==> src/rtl/sram_arb_pkg.sv <==
// rtl/sram_arb_pkg.sv - shared types and constants for the SRAM ownership arbiter
package sram_arb_pkg;

  typedef enum logic [2:0] {
    ST_BOOT,
    ST_RUN,
    ST_DRAIN,
    ST_HALTED,
    ST_RESUME
  } arb_state_e;

  typedef enum logic [1:0] {
    OWN_NONE,
    OWN_FLASH,
    OWN_CPU,
    OWN_DIAG
  } owner_e;

  localparam int PAGE_SHIFT = 12;
  localparam int WP_COUNT_W = 8;

  // DRAIN keeps the CPU as owner so an in-flight 6502 cycle can finish.
  function automatic owner_e owner_of(input arb_state_e s);
    case (s)
      ST_BOOT:   return OWN_FLASH;
      ST_RUN:    return OWN_CPU;
      ST_DRAIN:  return OWN_CPU;
      ST_HALTED: return OWN_DIAG;
      default:   return OWN_NONE;
    endcase
  endfunction

endpackage

==> src/rtl/sram_arbiter_phi2_sync.sv <==
// rtl/sram_arbiter_phi2_sync.sv - 2-flop sync of phi2/rwbar with registered phi2 falling-edge pulse
module phi2_sync (
  input  logic clk,
  input  logic reset,
  input  logic phi2_i,
  input  logic rwbar_i,
  output logic phi2_fall_o,
  output logic rwbar_sync_o
);

  logic [2:0] phi2_q;
  logic [1:0] rwbar_q;
  logic       fall_q;
  logic       rw_q;

  // phi2_q[1] is the synchronized level; phi2_q[2] is its previous value.
  always_ff @(posedge clk) begin
    if (!reset) begin
      phi2_q  <= '0;
      rwbar_q <= '0;
      fall_q  <= 1'b0;
      rw_q    <= 1'b0;
    end else begin
      phi2_q  <= {phi2_q[1:0], phi2_i};
      rwbar_q <= {rwbar_q[0], rwbar_i};
      fall_q  <= phi2_q[2] & ~phi2_q[1];
      rw_q    <= rwbar_q[1];
    end
  end

  assign phi2_fall_o  = fall_q;
  assign rwbar_sync_o = rw_q;

endmodule

==> src/rtl/sram_arbiter.sv <==
// rtl/sram_arbiter.sv - SRAM ownership arbiter (flash/CPU/diag) with 6502 RDY handshake
// Optional CPU page write protection: SRAM_ARB_WRITE_PROTECT_EN
module sram_arbiter
  import sram_arb_pkg::*;
#(
  parameter int ADDR_W = 16,
  parameter int DATA_W = 8,
  parameter int TO_W   = 8
) (
  input  logic              clk,
  input  logic              reset,
  input  logic              boot_done,
  input  logic [ADDR_W-1:0] flash_addr,
  input  logic [DATA_W-1:0] flash_wdata,
  input  logic              flash_cs,
  input  logic              flash_we,
  input  logic [ADDR_W-1:0] cpu_addr,
  input  logic [DATA_W-1:0] cpu_wdata,
  input  logic              cpu_cs,
  input  logic              cpu_we,
  input  logic              phi2,
  input  logic              rwbar,
  input  logic              diag_halt_req,
  input  logic [ADDR_W-1:0] diag_addr,
  input  logic [DATA_W-1:0] diag_wdata,
  input  logic              diag_cs,
  input  logic              diag_we,
  output logic [ADDR_W-1:0] ram_addr,
  output logic [DATA_W-1:0] ram_wdata,
  output logic              ram_cs,
  output logic              ram_we,
  output logic              cpu_rdy,
  output logic              diag_halted,
  output logic              bus_drive_en,
  output logic              drain_timeout
`ifdef SRAM_ARB_WRITE_PROTECT_EN
  ,input  logic [15:0]           wp_mask
  ,output logic [WP_COUNT_W-1:0] wp_count
`endif
);

  localparam logic [TO_W-1:0] TO_MAX = '1;

  arb_state_e      state_q, state_d;
  logic [TO_W-1:0] cnt_q;
  logic            cpu_rdy_q, halted_q, drive_q;
  logic            timeout_hit;
  logic            phi2_fall, rwbar_sync;
  owner_e          owner;
  logic            wp_block;

  phi2_sync u_sync (
    .clk          (clk),
    .reset        (reset),
    .phi2_i       (phi2),
    .rwbar_i      (rwbar),
    .phi2_fall_o  (phi2_fall),
    .rwbar_sync_o (rwbar_sync)
  );

  always_comb begin
    state_d     = state_q;
    timeout_hit = 1'b0;
    if (state_q != ST_BOOT && !boot_done) begin
      state_d = ST_BOOT;
    end else begin
      case (state_q)
        ST_BOOT:   if (boot_done) state_d = ST_RUN;
        ST_RUN:    if (diag_halt_req) state_d = ST_DRAIN;
        ST_DRAIN: begin
          // Only a read cycle is a safe stop point: the 6502 ignores RDY on writes.
          if (!diag_halt_req)               state_d = ST_RUN;
          else if (phi2_fall && rwbar_sync) state_d = ST_HALTED;
          else if (cnt_q == TO_MAX) begin
            state_d     = ST_HALTED;
            timeout_hit = 1'b1;
          end
        end
        ST_HALTED: if (!diag_halt_req) state_d = ST_RESUME;
        ST_RESUME: state_d = ST_RUN;
        default:   state_d = ST_BOOT;
      endcase
    end
  end

  always_ff @(posedge clk) begin
    if (!reset) begin
      state_q   <= ST_BOOT;
      cnt_q     <= '0;
      cpu_rdy_q <= 1'b0;
      halted_q  <= 1'b0;
      drive_q   <= 1'b0;
    end else begin
      state_q   <= state_d;
      if (state_q != ST_DRAIN)  cnt_q <= '0;
      else if (cnt_q != TO_MAX) cnt_q <= cnt_q + 1'b1;
      cpu_rdy_q <= (state_d == ST_RUN);
      halted_q  <= (state_d == ST_HALTED);
      drive_q   <= (state_d == ST_RUN) || (state_d == ST_DRAIN);
    end
  end

  assign owner         = owner_of(state_q);
  assign cpu_rdy       = cpu_rdy_q;
  assign diag_halted   = halted_q;
  assign bus_drive_en  = drive_q;
  assign drain_timeout = timeout_hit;

`ifdef SRAM_ARB_WRITE_PROTECT_EN
  logic [WP_COUNT_W-1:0] wp_count_q;
  logic                  wp_seen_q;
  logic                  wp_hit;

  assign wp_block = wp_mask[cpu_addr[PAGE_SHIFT+3:PAGE_SHIFT]];
  assign wp_hit   = (owner == OWN_CPU) && cpu_cs && cpu_we && wp_block;

  // wp_seen_q limits counting to one suppressed write per cpu_cs assertion.
  always_ff @(posedge clk) begin
    if (!reset) begin
      wp_count_q <= '0;
      wp_seen_q  <= 1'b0;
    end else if (!cpu_cs) begin
      wp_seen_q  <= 1'b0;
    end else if (wp_hit) begin
      wp_seen_q  <= 1'b1;
      if (!wp_seen_q && wp_count_q != '1) wp_count_q <= wp_count_q + 1'b1;
    end
  end

  assign wp_count = wp_count_q;
`else
  assign wp_block = 1'b0;
`endif

  always_comb begin
    ram_addr  = '0;
    ram_wdata = '0;
    ram_cs    = 1'b0;
    ram_we    = 1'b0;
    case (owner)
      OWN_FLASH: begin
        ram_addr  = flash_addr;
        ram_wdata = flash_wdata;
        ram_cs    = flash_cs;
        ram_we    = flash_we;
      end
      OWN_CPU: begin
        ram_addr  = cpu_addr;
        ram_wdata = cpu_wdata;
        ram_cs    = cpu_cs;
        ram_we    = cpu_we & ~wp_block;
      end
      OWN_DIAG: begin
        ram_addr  = diag_addr;
        ram_wdata = diag_wdata;
        ram_cs    = diag_cs;
        ram_we    = diag_we;
      end
      default: ;
    endcase
  end

endmodule

==> config.mk <==
export PLATFORM = sky130hd
export DESIGN_NAME = sram_arbiter
export DESIGN_NICKNAME = d
export VERILOG_FILES = /design/src/rtl/sram_arb_pkg.sv /design/src/rtl/sram_arbiter_phi2_sync.sv /design/src/rtl/sram_arbiter.sv
export SDC_FILE = /design/constraint.sdc
export NUM_CORES = 1
export LEC_CHECK = 0
export CAP_MARGIN = 20
export CORE_MARGIN = 5
export CORE_UTILIZATION = 40
export DETAILED_ROUTE_END_ITERATION = 8
export GPL_TIMING_DRIVEN = 1
export HOLD_SLACK_MARGIN = 0.02
export PLACE_DENSITY = 0.87
export SLEW_MARGIN = 20
export SYNTH_ARGS = -nofsm -noshare
export SYNTH_HDL_FRONTEND = slang
export SYNTH_SLANG_ARGS = --single-unit
==> constraint.sdc <==
create_clock -name clk -period 2.25 [get_ports clk]
set_clock_uncertainty 0.2 [all_clocks]
set_input_delay 0.45 -clock clk [delete_from_list [all_inputs] [get_ports clk]]
set_output_delay 0.45 -clock clk [all_outputs]
set_load 0.03 [all_outputs]
* Word level (Yosys, flattened, before mapping)
Index checks and enable logic that the tools add are counted.
** Word-level totals
- Register bits after elaboration :: 21
- Bits of input ports :: 84
- Output and inout bits :: 30
- Logic and storage cells :: 52
** Operators by class
- $add $sub $neg :: 1
- Equality and inequality tests :: 13
- Muxes and demuxes :: 18
- Bitwise operators :: 3
- Reductions and logical operators :: 8
** Operators with widths (count)
- $pmux 16 s3 :: 1
- $pmux 8 s3 :: 1
- $mux 3 :: 7
- $pmux 3 s5 :: 1
- $eq 3x2->1 const B :: 4
- $add 8x1->8 const B :: 1
- $eq 8x8->1 const B :: 1
- $ne 8x8->1 const B :: 1
- $eq 3x1->1 const B :: 2
- $pmux 1 s3 :: 2
- $pmux 2 s3 :: 1
- $mux 1 :: 5
- $eq 2x2->1 const B :: 2
- $reduce_or 2->1 :: 2
- $eq 3x3->1 const B :: 1
- $logic_not 3->1 :: 1
- $ne 3x2->1 const B :: 1
- $reduce_bool 3->1 :: 1
- $eq 2x1->1 const B :: 1
- $logic_and 1x1->1 :: 2
- $not 1->1 :: 2
- $and 1x1->1 :: 1
- $logic_not 1->1 :: 1
- $logic_or 1x1->1 :: 1

* Depth between registers and ports, before layout
Gate-level depths: netlist (run 1).
- Depth in word-level cells :: 8
- Depth in mapped cells :: 6

* Cells and area by module
Synthesis (run 1) repeated with hierarchy kept, for this count alone.
** Second synthesis, totals
- Cell total of the unflattened synthesis :: 206
- Area total of the unflattened synthesis :: 1795.5 µm²
** Modules (own cells, without submodules)
- sram_arbiter :: instances 1, cells each 192, area each 1601.5 µm², seq. area each 280.3 µm²
- phi2_sync :: instances 1, cells each 14, area each 193.9 µm², seq. area each 140.1 µm²

* Worst setup path before layout (run 1)
No wires, ideal clock.
- Path kind :: flip-flop to output port
- Start :: register state_q[0]
- End :: output port ram_addr[0]
- Arrival :: 1.613 ns
- Required time :: 1.600 ns
- Slack :: -0.013 ns
- Cell stages (with the launch flop) :: 6
- Path buffers :: 3
- Cells stage by stage :: dfxtp_1 buf_6 buf_12 buf_12 mux2i_1 a211oi_1
** On the way
- Word-level cells in the longest chain between the ends :: 5
- Elaborated cells on any way between the ends :: 10
** RTL lines
- start, declared :: line sram_arbiter.sv:44 : arb_state_e state_q, state_d;
- start signal, assigned :: line sram_arbiter.sv:94 : state_q <= state_d;
- $eq 3x2->1 or $eq 3x1->1 (tied branches) :: line sram_arb_pkg.sv:24 : case (s)
- $reduce_or 2->1 (no source line)
- $pmux 2 s3 * :: line sram_arb_pkg.sv:24
- $eq 2x2->1 or $eq 2x1->1 (tied branches) :: line sram_arbiter.sv:140 : case (owner)
- $pmux 16 s3 * :: line sram_arbiter.sv:140
- end, declared :: line sram_arbiter.sv:28 : output logic [ADDR_W-1:0] ram_addr,
Every way passes the cells marked *; elsewhere a longest branch is shown, timed or not.

* Worst setup path in the final report (run 1)
- Start :: input port boot_done
- End :: output port drain_timeout
** On the way
- Word-level cells in the longest chain between the ends :: 3
** RTL lines
- start, declared :: line sram_arbiter.sv:12 : input logic boot_done,
- $logic_not 1->1 :: line sram_arbiter.sv:64 : if (state_q != ST_BOOT && !boot_done) begin
- $logic_and 1x1->1 :: line sram_arbiter.sv:64
- $mux 1 :: line sram_arbiter.sv:64
- end, declared :: line sram_arbiter.sv:35 : output logic drain_timeout
Every way passes these cells.

==> tab_implementation.tex, run 1 <==
\begin{tabular}{lr}
\hline
Metric & Value \\
\hline
\multicolumn{2}{l}{\textbf{Global routing}} \\
\quad Maximum number of pins on one net before global-route repair & 42 \\
\quad Wire length of the first global-routing pass & roughly 9200 µm \\
\quad Vias in the first global route & roughly 1800 \\
\quad Number of antenna violations at the first check in global routing & 0 \\
\quad All-layer global routing usage & 0.186 \\
\quad Overflow after GRT & 0 \\
\multicolumn{2}{l}{\textbf{Logic synthesis}} \\
\quad Cell types with the largest area share after synthesis & dfxtp\_1 (24\%), a211oi\_1 (22\%), mux2i\_1 (16\%) \\
\quad Post-synth top area share & 0.237 \\
\quad Synthesis Warnings & 0 \\
\quad Synth area leader & dfxtp\_1 \\
\quad Cell area after synthesis & between 1500 and 2000 µm² \\
\quad Mean area per synthesized cell & about 8.6 µm² \\
\quad Synthesis-stage register bit count & 21 \\
\quad Post-synthesis sequential area ratio & 0.237 \\
\quad Synthesized net count & roughly 300 \\
\quad Syn Inst Count & around 210 \\
\quad Number of library cell types mapped by synthesis & 35 \\
\multicolumn{2}{l}{\textbf{Detailed routing}} \\
\quad Average vias per placed instance & 5.48 \\
\quad 1st-iter DRT viols & 63 \\
\quad DRC violations left & 0 \\
\quad Met2 routed wirelength & 2860 µm \\
\quad Total Wirelength & slightly below 6000 µm \\
\quad Wire length on met3 & $\sim$380 µm \\
\quad First-pass iteration count of the detailed router & 4 \\
\quad Post-detailed-route wirelength per cell & between 15 and 20 µm \\
\quad Total via count in the routed design & between 2000 and 2500 \\
\quad Remaining antenna violation count & 0 \\
\quad Met1 WL & roughly 2500 µm \\
\quad Top layer used by detailed routing & met4 \\
\multicolumn{2}{l}{\textbf{Timing}} \\
\quad Final Hold Fails & 0 \\
\quad Setup Viol. Count Final & 0 \\
\quad Rel. slew slack & 0.778 \\
\quad Fin worst setup slack & approximately 0.05 ns \\
\quad RSZ-0062 raised after global routing & false \\
\quad Portion of the clock cycle consumed by the worst path in the final layout & 0.978 \\
\quad Actual slew at the worst max-slew pin & approximately 0.33 ns \\
\quad Max-slew violation count & 0 \\
\quad Max Clk Rate & around 450 MHz \\
\quad Final critical delay including setup and external delays & 2.20 ns \\
\multicolumn{2}{l}{\textbf{Placed design}} \\
\quad Post-Place Setup Slack & -0.00577 ns \\
\quad Port Buffers & about 110 \\
\quad Inst Count DP & between 300 and 400 \\
\quad Routability congestion estimate from global placement & just under 0.8 \\
\quad Post-DP HPWL & approximately 4600 µm \\
\multicolumn{2}{l}{\textbf{Clock tree}} \\
\quad Clock transition at the registers of the reported paths & 0.07 ns \\
\quad TritonCTS Sinks & 21 \\
\quad Number of buffers added to fix hold violations after cts & 0 \\
\quad Root Buffer Master & clkbuf\_8 \\
\quad Clock tree from TritonCTS & yes \\
\quad Worst-skew pair later-pin latency & approximately 0.26 ns \\
\quad Worst-case clock buffer depth & 2 \\
\quad CTS H-Tree Depth & 1 \\
\quad Total CTS buffers & 3 \\
\multicolumn{2}{l}{\textbf{Run status}} \\
\quad Run status & finished, final reports clean \\
\multicolumn{2}{l}{\textbf{Worst hold path}} \\
\quad Min-delay src & u\_sync.phi2\_q[1] \\
\quad Class of the worst hold path & reg2reg \\
\multicolumn{2}{l}{\textbf{Cells and area}} \\
\quad Nets & 402 \\
\quad Area delta synth->final & 72.6\% \\
\quad Antenna diode instance count & 0 \\
\quad Ratio of cells with drive above 1 in the final layout & 0.225 \\
\quad Final std cells w/o fill & 368 \\
\multicolumn{2}{l}{\textbf{Die}} \\
\quad Effective utilization at floorplan & 0.409 \\
\quad FP Rows & 24 \\
\quad Die Width & approximately 77 µm \\
\quad Die Height & between 70 and 80 µm \\
\quad Die Outline Area & roughly 5900 µm² \\
\quad Standard cell core area & roughly 4300 µm² \\
\quad Number of top-level design ports & about 110 \\
\multicolumn{2}{l}{\textbf{Critical path}} \\
\quad Delay of the slowest cell on the worst path & between 0.5 and 0.6 ns \\
\quad Number of buffers and inverters on the critical path & 2 \\
\quad Endpoint arrival time on the critical path & 1.55 ns \\
\quad Critical path's top delay family & buffers and inverters \\
\quad CP max stage cell & clkdlybuf4s50\_1 \\
\quad Setup crit end kind & primary output \\
\quad Required @ worst endpoint & 1.60 ns \\
\quad Kind of start point of the critical path & primary input \\
\quad Chain of cells forming the critical path & clkdlybuf4s50\_1 > and4bb\_2 > and3\_1 > buf\_4 \\
\quad Beginning of the critical path & boot\_done \\
\quad Largest fanout on the critical path & 4 \\
\quad Reg-to-Reg Start & state\_q[0] \\
\quad Worst setup path class & in2out \\
\multicolumn{2}{l}{\textbf{Run}} \\
\quad Number of maximum-capacitance violations & 0 \\
\multicolumn{2}{l}{\textbf{Power}} \\
\quad Leakage power of the design & about 0.0011 µW \\
\quad Total power density per cell area & around 390 nW/µm² \\
\quad Total power & around 1200 µW \\
\quad Worst ir drop on vdd & about 0.00037 V \\
\hline
\end{tabular}
where the power goes:
| part | total [µW] | internal, µW | switching [µW] |
|---|---|---|---|
| Sequential | 387 | 380 | 6.99 |
| Clock | 239 | 126 | 113 |
| Combinational | 559 | 304 | 255 |
through the flow:
stage          hold WS [ns]   util  cell area (µm²)   TNS (ns)
2_1_floorplan         0.183      -             1880    -0.0257
3_3_place_gp          0.192  0.687             2970  -0.000122
3_5_place_dp          0.203  0.687             2970   -0.00577
4_1_cts               0.213  0.699             3020          0
5_1_grt               0.233  0.707             3060          0
6_report              0.207  0.707             3060          0
metal layers:
metal  vias to the layer above  global-route usage
met5                         -                   0
met4                         0              0.0420
met3                         9              0.0343
met2                        74               0.321
met1                       938               0.239
li1                        994                   -
cell families after synthesis:
logic type	count (synthesis)	share of synthesized area
muxes	28	0.158
xor gates and xnor gates	5	0.0247
adders and majority gates	1	0.00707
DFF	21	0.237
buffers and inverters	22	0.0926
AOI/OAI and AO/OA	63	0.260
and+or+nand+nor	67	0.220
worst paths after layout:
path | to | slack [ns] | depth (start not counted)
worst max-delay path | drain_timeout | 0.05 | 4
worst min-delay path | u_sync.phi2_fall_o | 0.21 | 1
worst max register to register | bus_drive_en | 0.56 | 5
worst min register to register | u_sync.phi2_fall_o | 0.21 | 1
cell usage after synthesis:
cell type,count
nor2_1,8
xor2_1,2
and2b_1,2
and3_1,4
o21ai_0,2
and2_1,6
a21boi_0,1
nor3_1,3
buf_8,1
clkbuf_1,11
nand4b_1,1
dfxtp_1,21
ha_1,1
o21a_1,1
buf_2,2
nand3_1,1
buf_6,1
nand3b_1,1
nand4_1,1
buf_12,3
a22oi_2,1
and4bb_2,1
a211oi_1,53
or2_1,1
buf_4,3
nor3b_1,1
a21oi_1,5
inv_1,1
or2_2,1
or3_1,1
nand3_2,1
nor2b_1,25
mux2i_1,28
nand2_1,9
xnor2_1,3
layout by cell type, fill, tap and decap left out, types with 2 or more instances in the layout:
cell type / count
a21oi_1: 5
xor2_1: 2
nor3_1: 3
mux2i_1: 28
and2b_1: 2
and3_1: 4
clkdlybuf4s50_1: 86
nand2_1: 9
buf_4: 35
a211oi_1: 32
dfxtp_1: 19
a211oi_2: 21
xnor2_1: 3
nor2b_1: 25
nor2_1: 7
buf_12: 4
and2_1: 6
o21ai_0: 2
clkbuf_8: 3
final cells by class:
| class | count | area [µm²] |
|---|---|---|
| Sequential cell | 21 | 425 |
| Multi-Input combinational cell | 164 | 1300 |
| Tap cell | 52 | 65.1 |
| Inverter | 1 | 3.75 |
| Clock buffer | 4 | 45.0 |
| Fill cell | 360 | 1270 |
| Timing Repair Buffer | 126 | 1210 |
flip-flops by register name, summed over array words and instances, names as in the netlist:
signal and flops:
u_sync.phi2_q 3, u_sync.rwbar_q 2, bus_drive_en 1, u_sync.rwbar_sync_o 1, diag_halted 1, u_sync.phi2_fall_o 1
cpu_rdy 1, cnt_q 8, state_q 3
what timing repair did:
item	CTS	global route
gates resized for setup	1	3
setup endpoints to repair	8	9
pin swaps	0	2
setup buffers	1	1
worst reg2reg max path, stage by stage, from the launching register on:
cell and delay (ns):
dfxtp_4 0.44, buf_4 0.20, o21a_1 0.12, o21ai_0 0.10, a22oi_2 0.32, mux2i_1 0.24
Note: power is estimated with default switching activity, not from simulation.
==> run 2, diff against run 1 <==
--- a/config.mk
+++ b/config.mk
@@ -5,13 +5,13 @@
 export SDC_FILE = /design/constraint.sdc
 export NUM_CORES = 1
 export LEC_CHECK = 0
-export CAP_MARGIN = 20
 export CORE_MARGIN = 5
 export CORE_UTILIZATION = 40
 export DETAILED_ROUTE_END_ITERATION = 8
 export GPL_TIMING_DRIVEN = 1
 export HOLD_SLACK_MARGIN = 0.02
-export PLACE_DENSITY = 0.87
+export MAX_ROUTING_LAYER = met4
+export PLACE_DENSITY_LB_ADDON = 0.15
 export SLEW_MARGIN = 20
 export SYNTH_ARGS = -nofsm -noshare
 export SYNTH_HDL_FRONTEND = slang
==> tab_implementation.tex, run 2 (synthesized netlist as in run 1, its figures left out) <==
\begin{tabular}{lr}
\hline
Metric & Value \\
\hline
\multicolumn{2}{l}{\textbf{Run status}} \\
\quad Run status & finished, final reports clean \\
\multicolumn{2}{l}{\textbf{Timing}} \\
\quad Rel. slew slack & 0.786 \\
\quad Final critical delay including setup and external delays & about 2.2 ns \\
\quad Max-slew violation count & 0 \\
\quad Max Clk Rate & about 460 MHz \\
\quad RSZ-0062 raised after global routing & false \\
\quad Final Hold Fails & 0 \\
\quad Fin worst setup slack & 0.0693 ns \\
\quad Worst hold slack after final layout & approximately 0.20 ns \\
\quad Portion of the clock cycle consumed by the worst path in the final layout & 0.969 \\
\quad Setup Viol. Count Final & 0 \\
\quad Actual slew at the worst max-slew pin & between 0.3 and 0.4 ns \\
\multicolumn{2}{l}{\textbf{Detailed routing}} \\
\quad Post-detailed-route wirelength per cell & around 15 µm \\
\quad First-pass iteration count of the detailed router & 4 \\
\quad Average vias per placed instance & roughly 5.3 \\
\quad 1st-iter DRT viols & between 90 and 100 \\
\quad Total via count in the routed design & about 2000 \\
\quad DRC violations left & 0 \\
\quad Total Wirelength & 5470 µm \\
\quad Remaining antenna violation count & 0 \\
\multicolumn{2}{l}{\textbf{Clock tree}} \\
\quad Total CTS buffers & 3 \\
\quad Clock tree from TritonCTS & yes \\
\quad Clock transition at the registers of the reported paths & roughly 0.070 ns \\
\quad Worst-skew pair later-pin latency & $\sim$0.26 ns \\
\quad CTS H-Tree Depth & 1 \\
\quad Number of buffers added to fix hold violations after cts & 0 \\
\quad Root Buffer Master & clkbuf\_8 \\
\quad TritonCTS Sinks & 21 \\
\quad Worst-case clock buffer depth & 2 \\
\multicolumn{2}{l}{\textbf{Critical path}} \\
\quad Kind of start point of the critical path & primary input \\
\quad Endpoint arrival time on the critical path & $\sim$1.5 ns \\
\quad Depth of the worst register-to-register path & 5 \\
\quad Worst flop-to-flop path endpoint & bus\_drive\_en \\
\quad Reg-to-Reg Start & state\_q[2] \\
\quad Beginning of the critical path & boot\_done \\
\quad Crit path to & drain\_timeout \\
\quad Largest fanout on the critical path & 2 \\
\quad Setup slack of the most critical reg-to-reg path & approximately 0.54 ns \\
\quad Setup crit end kind & primary output \\
\quad Worst setup path class & in2out \\
\quad Required @ worst endpoint & around 1.6 ns \\
\multicolumn{2}{l}{\textbf{Global routing}} \\
\quad Wire length of the first global-routing pass & approximately 9100 µm \\
\quad All-layer global routing usage & 0.189 \\
\quad Maximum number of pins on one net before global-route repair & 30 \\
\quad Number of antenna violations at the first check in global routing & 0 \\
\quad Vias in the first global route & around 1900 \\
\quad Overflow after GRT & 0 \\
\multicolumn{2}{l}{\textbf{Cells and area}} \\
\quad Register bank with the most flops & cnt\_q \\
\quad Area delta synth->final & 73.5\% \\
\quad Leading cell type in the layout, fill and taps excluded & clkdlybuf4s50\_1 \\
\quad Max FFs per register & 8 \\
\quad Ratio of cells with drive above 1 in the final layout & 0.228 \\
\quad Nets & 402 \\
\quad Antenna diode instance count & 0 \\
\quad Most used cells in the layout excluding fill and tap cells & clkdlybuf4s50\_1 (86), buf\_4 (34), a211oi\_1 (32) \\
\quad Largest regs & cnt\_q: 8 flops, state\_q: 3 flops, u\_sync.phi2\_q: 3 flops \\
\quad Final Util & 0.710 \\
\multicolumn{2}{l}{\textbf{Placed design}} \\
\quad Port Buffers & $\sim$110 \\
\quad Post-DP HPWL & 4280 µm \\
\quad Routability congestion estimate from global placement & $\sim$0.76 \\
\quad Post-Place Setup Slack & roughly 0.056 ns \\
\multicolumn{2}{l}{\textbf{Die}} \\
\quad Number of top-level design ports & between 100 and 150 \\
\quad Standard cell core area & approximately 4300 µm² \\
\quad Die Outline Area & approximately 5900 µm² \\
\quad Die Width & about 77 µm \\
\quad Die Height & around 77 µm \\
\quad FP Rows & 24 \\
\quad Effective utilization at floorplan & 0.409 \\
\multicolumn{2}{l}{\textbf{Run}} \\
\quad Number of maximum-capacitance violations & 0 \\
\multicolumn{2}{l}{\textbf{Power}} \\
\quad Worst ir drop on vdd & between 0.0004 and 0.0005 V \\
\quad Leakage power of the design & between 0.001 and 0.0015 µW \\
\quad Total power density per cell area & 387 nW/µm² \\
\multicolumn{2}{l}{\textbf{Worst hold path}} \\
\quad Class of the worst hold path & reg2reg \\
\hline
\end{tabular}
## run 2: layout make-up
class                           count  area [µm²]
Clock buffer                        4        45.0
Fill cell                         360        1250
Inverter                            1        3.75
Multi-Input combinational cell    164        1300
Sequential cell                    21         425
Tap cell                           52        65.1
Timing Repair Buffer              126        1240
## run 2: worst min path at each step
stage	from	endpoint	slack, ns	cells past startpoint
floorplan	u_sync.phi2_q[1]	u_sync.phi2_fall_o	0.18	1
global placement	u_sync.phi2_q[1]	u_sync.phi2_fall_o	0.19	1
detailed placement	u_sync.phi2_q[1]	u_sync.phi2_fall_o	0.19	1
CTS	u_sync.phi2_q[1]	u_sync.phi2_fall_o	0.20	1
global route	u_sync.phi2_q[1]	u_sync.phi2_fall_o	0.21	1
finish	u_sync.phi2_q[1]	u_sync.phi2_fall_o	0.20	1
## run 2: layer usage
layer / global-route usage / up-vias / share of wire
li1: - / 995 / -
met1: 0.237 / 875 / 0.44
met2: 0.300 / 59 / 0.48
met3: 0.0355 / 13 / 0.048
met4: 0.0717 / 0 / 0.027
met5: - / - / 0
## run 2: power breakdown
| part | internal [µW] | switching [µW] | leakage, µW |
|---|---|---|---|
| combinational | 308 | 251 | 0.000908 |
| clock | 126 | 118 | 0.0000228 |
| sequential | 380 | 6.38 | 0.000172 |
## run 2: worst max-delay path, stage by stage
cell and delay, ns:
clkdlybuf4s50_1 0.48, and4bb_2 0.26, and3_1 0.18, buf_4 0.16
## run 2: repair_timing
item	CTS	global route
resized for setup	0	3
buffers inserted	3	0
setup endpoints to repair	1	1
## run 2: per-stage QoR
step                std cells  instance area, µm²  power (µW)  setup TNS [ns]
floorplan                 207                1880         699         -0.0257
global placement          361                2990         938               0
detailed placement        361                2990         947               0
CTS                       368                3070        1200               0
global route              368                3070        1250               0
finish                    368                3070        1190               0
==> run 3, diff against run 2 <==
--- a/config.mk
+++ b/config.mk
@@ -7,6 +7,7 @@
 export LEC_CHECK = 0
 export CORE_MARGIN = 5
 export CORE_UTILIZATION = 40
+export CTS_CLUSTER_SIZE = 20
 export DETAILED_ROUTE_END_ITERATION = 8
 export GPL_TIMING_DRIVEN = 1
 export HOLD_SLACK_MARGIN = 0.02
==> results of run 3 <==
Final layout, timing and power as in run 2 (identical DEF).
==> edit: new RTL, settings of run 1 <==
Set the parameter `ADDR_W` to 17 (it was 16).
--- a/src/rtl/sram_arbiter.sv
+++ b/src/rtl/sram_arbiter.sv
@@ -3,7 +3,7 @@
 module sram_arbiter
   import sram_arb_pkg::*;
 #(
-  parameter int ADDR_W = 16,
+  parameter int ADDR_W = 17,
   parameter int DATA_W = 8,
   parameter int TO_W   = 8
 ) (
Ports: changed (resized cpu_addr, diag_addr, flash_addr and ram_addr); port bits go from 114 to 118. The function was not compared with the original's and may differ.
==> edit against run 1 <==
- worst hold slack got worse by 0.0056 ns
- setup slack improved by 0.023 ns
- routed wire length increased by 4.1%
- global-route usage increased by 0.85 points
- core utilization increased by 1.1 points
- combinational power increased by 2%
- sequential cell count unchanged
- power increased by 1.7%
- first-iteration DRC count increased by 75%
- register-to-register slack got worse by 0.04 ns
- area after synthesis increased by 1.3%
- count of clock-buffer cells in the layout decreased by 1
- final area increased by 2.3%
- critical endpoint is now ram_addr[9]
- highest routed layer unchanged
==> edit: results <==
export IMPL_use_met2_pct=31.8
export IMPL_design_seq_count=21
export IMPL_wl_per_cell_um=16.1
export IMPL_r2r_start="state_q[2]"
export IMPL_ys_top_cells_by_area="dfxtp_1 (23%), a211oi_1 (23%), mux2i_1 (16%)"
export IMPL_ir_drop_mv=0.510
export IMPL_num_multi_input_gates=168
export IMPL_nNonClkBuffers=129
export IMPL_cp_max_fo=1
export IMPL_port_buffers=117
export IMPL_grt_total_usage_pct=19.5
export IMPL_use_met3_pct=5.62
export IMPL_comb_power_w=0.000571
export IMPL_endpoint="ram_addr[9]"
export IMPL_nClkBuffers=3
export IMPL_grt_pass1_wl_mm=9.61
export IMPL_dp_cells=369
export IMPL_worstPathArrival_ns=1.53
export IMPL_bufAreaShareNonClock_pct=39.7
export IMPL_drt_met1_wl_mm=2.59
export IMPL_synth_ff_type="dfxtp_1"
export IMPL_power_leakage_nw=1.12
export IMPL_multi_input_area_share_pct=42.9
export IMPL_period_minus_slack_ns=2.18
export IMPL_clkCellAreaFrac_pct=1.48
export IMPL_max_slew_margin_rel_pct=78.4
export IMPL_placed_cell_area_um2=3040
export IMPL_drtIter0Drc=110
export IMPL_p_sw_share_pct=32.5
export IMPL_p_seq_share_pct=32.0
export IMPL_p_sw_w=0.000392
export IMPL_grt_pass1_vias=1928
export IMPL_antenna_found_initial=0
export IMPL_dp_hpwl_mm=4.73
export IMPL_final_core_util_pct=71.8
export IMPL_final_nets=412
export IMPL_ys_seq_area_share_pct=23.4
export IMPL_synth_nets=299
export IMPL_r2r_slack_ns=0.52
export IMPL_use_met1_pct=24.5
export IMPL_layout_drive_gt1_share_pct=23.5
export IMPL_syn_instance_count=211
export IMPL_ys_top_cells_by_count="a211oi_1 (55), mux2i_1 (29), nor2b_1 (28)"
export IMPL_drt_vias_per_instance=5.32
export IMPL_met2_length_mm=2.85
export IMPL_outcome="completed"
export IMPL_gp_congestion=0.774
export IMPL_vias=1996
export IMPL_dp_slack_ns=0.0314
==> edit: worst min-delay path by stage <==
stage	endpoint	slack, ns
4_1_cts	u_sync.phi2_fall_o	0.20
3_5_place_dp	u_sync.phi2_fall_o	0.19
2_1_floorplan	u_sync.phi2_fall_o	0.18
3_3_place_gp	u_sync.phi2_fall_o	0.19
6_report	u_sync.phi2_fall_o	0.20
5_1_grt	u_sync.phi2_fall_o	0.21
==> edit: cell families (layout without fill, tap and decap cells) <==
| kind of cell | Yosys count | count (layout) | synth area share, % |
|---|---|---|---|
| adder cells (fa/ha/maj) | 1 | 1 | 0.697 |
| AND/OR/NAND/NOR | 68 | 68 | 22.7 |
| flip-flops | 21 | 21 | 23.4 |
| AO/OA/AOI/OAI | 66 | 66 | 26.8 |
| multiplexers | 29 | 29 | 16.2 |
| XOR/XNOR | 4 | 4 | 1.95 |
| buffers and inverters | 22 | 134 | 8.23 |
==> edit: what timing repair did <==
item,in CTS,in global routing
endpoints found under the setup margin,0,13
setup buffers,0,2
gates resized for setup,0,6
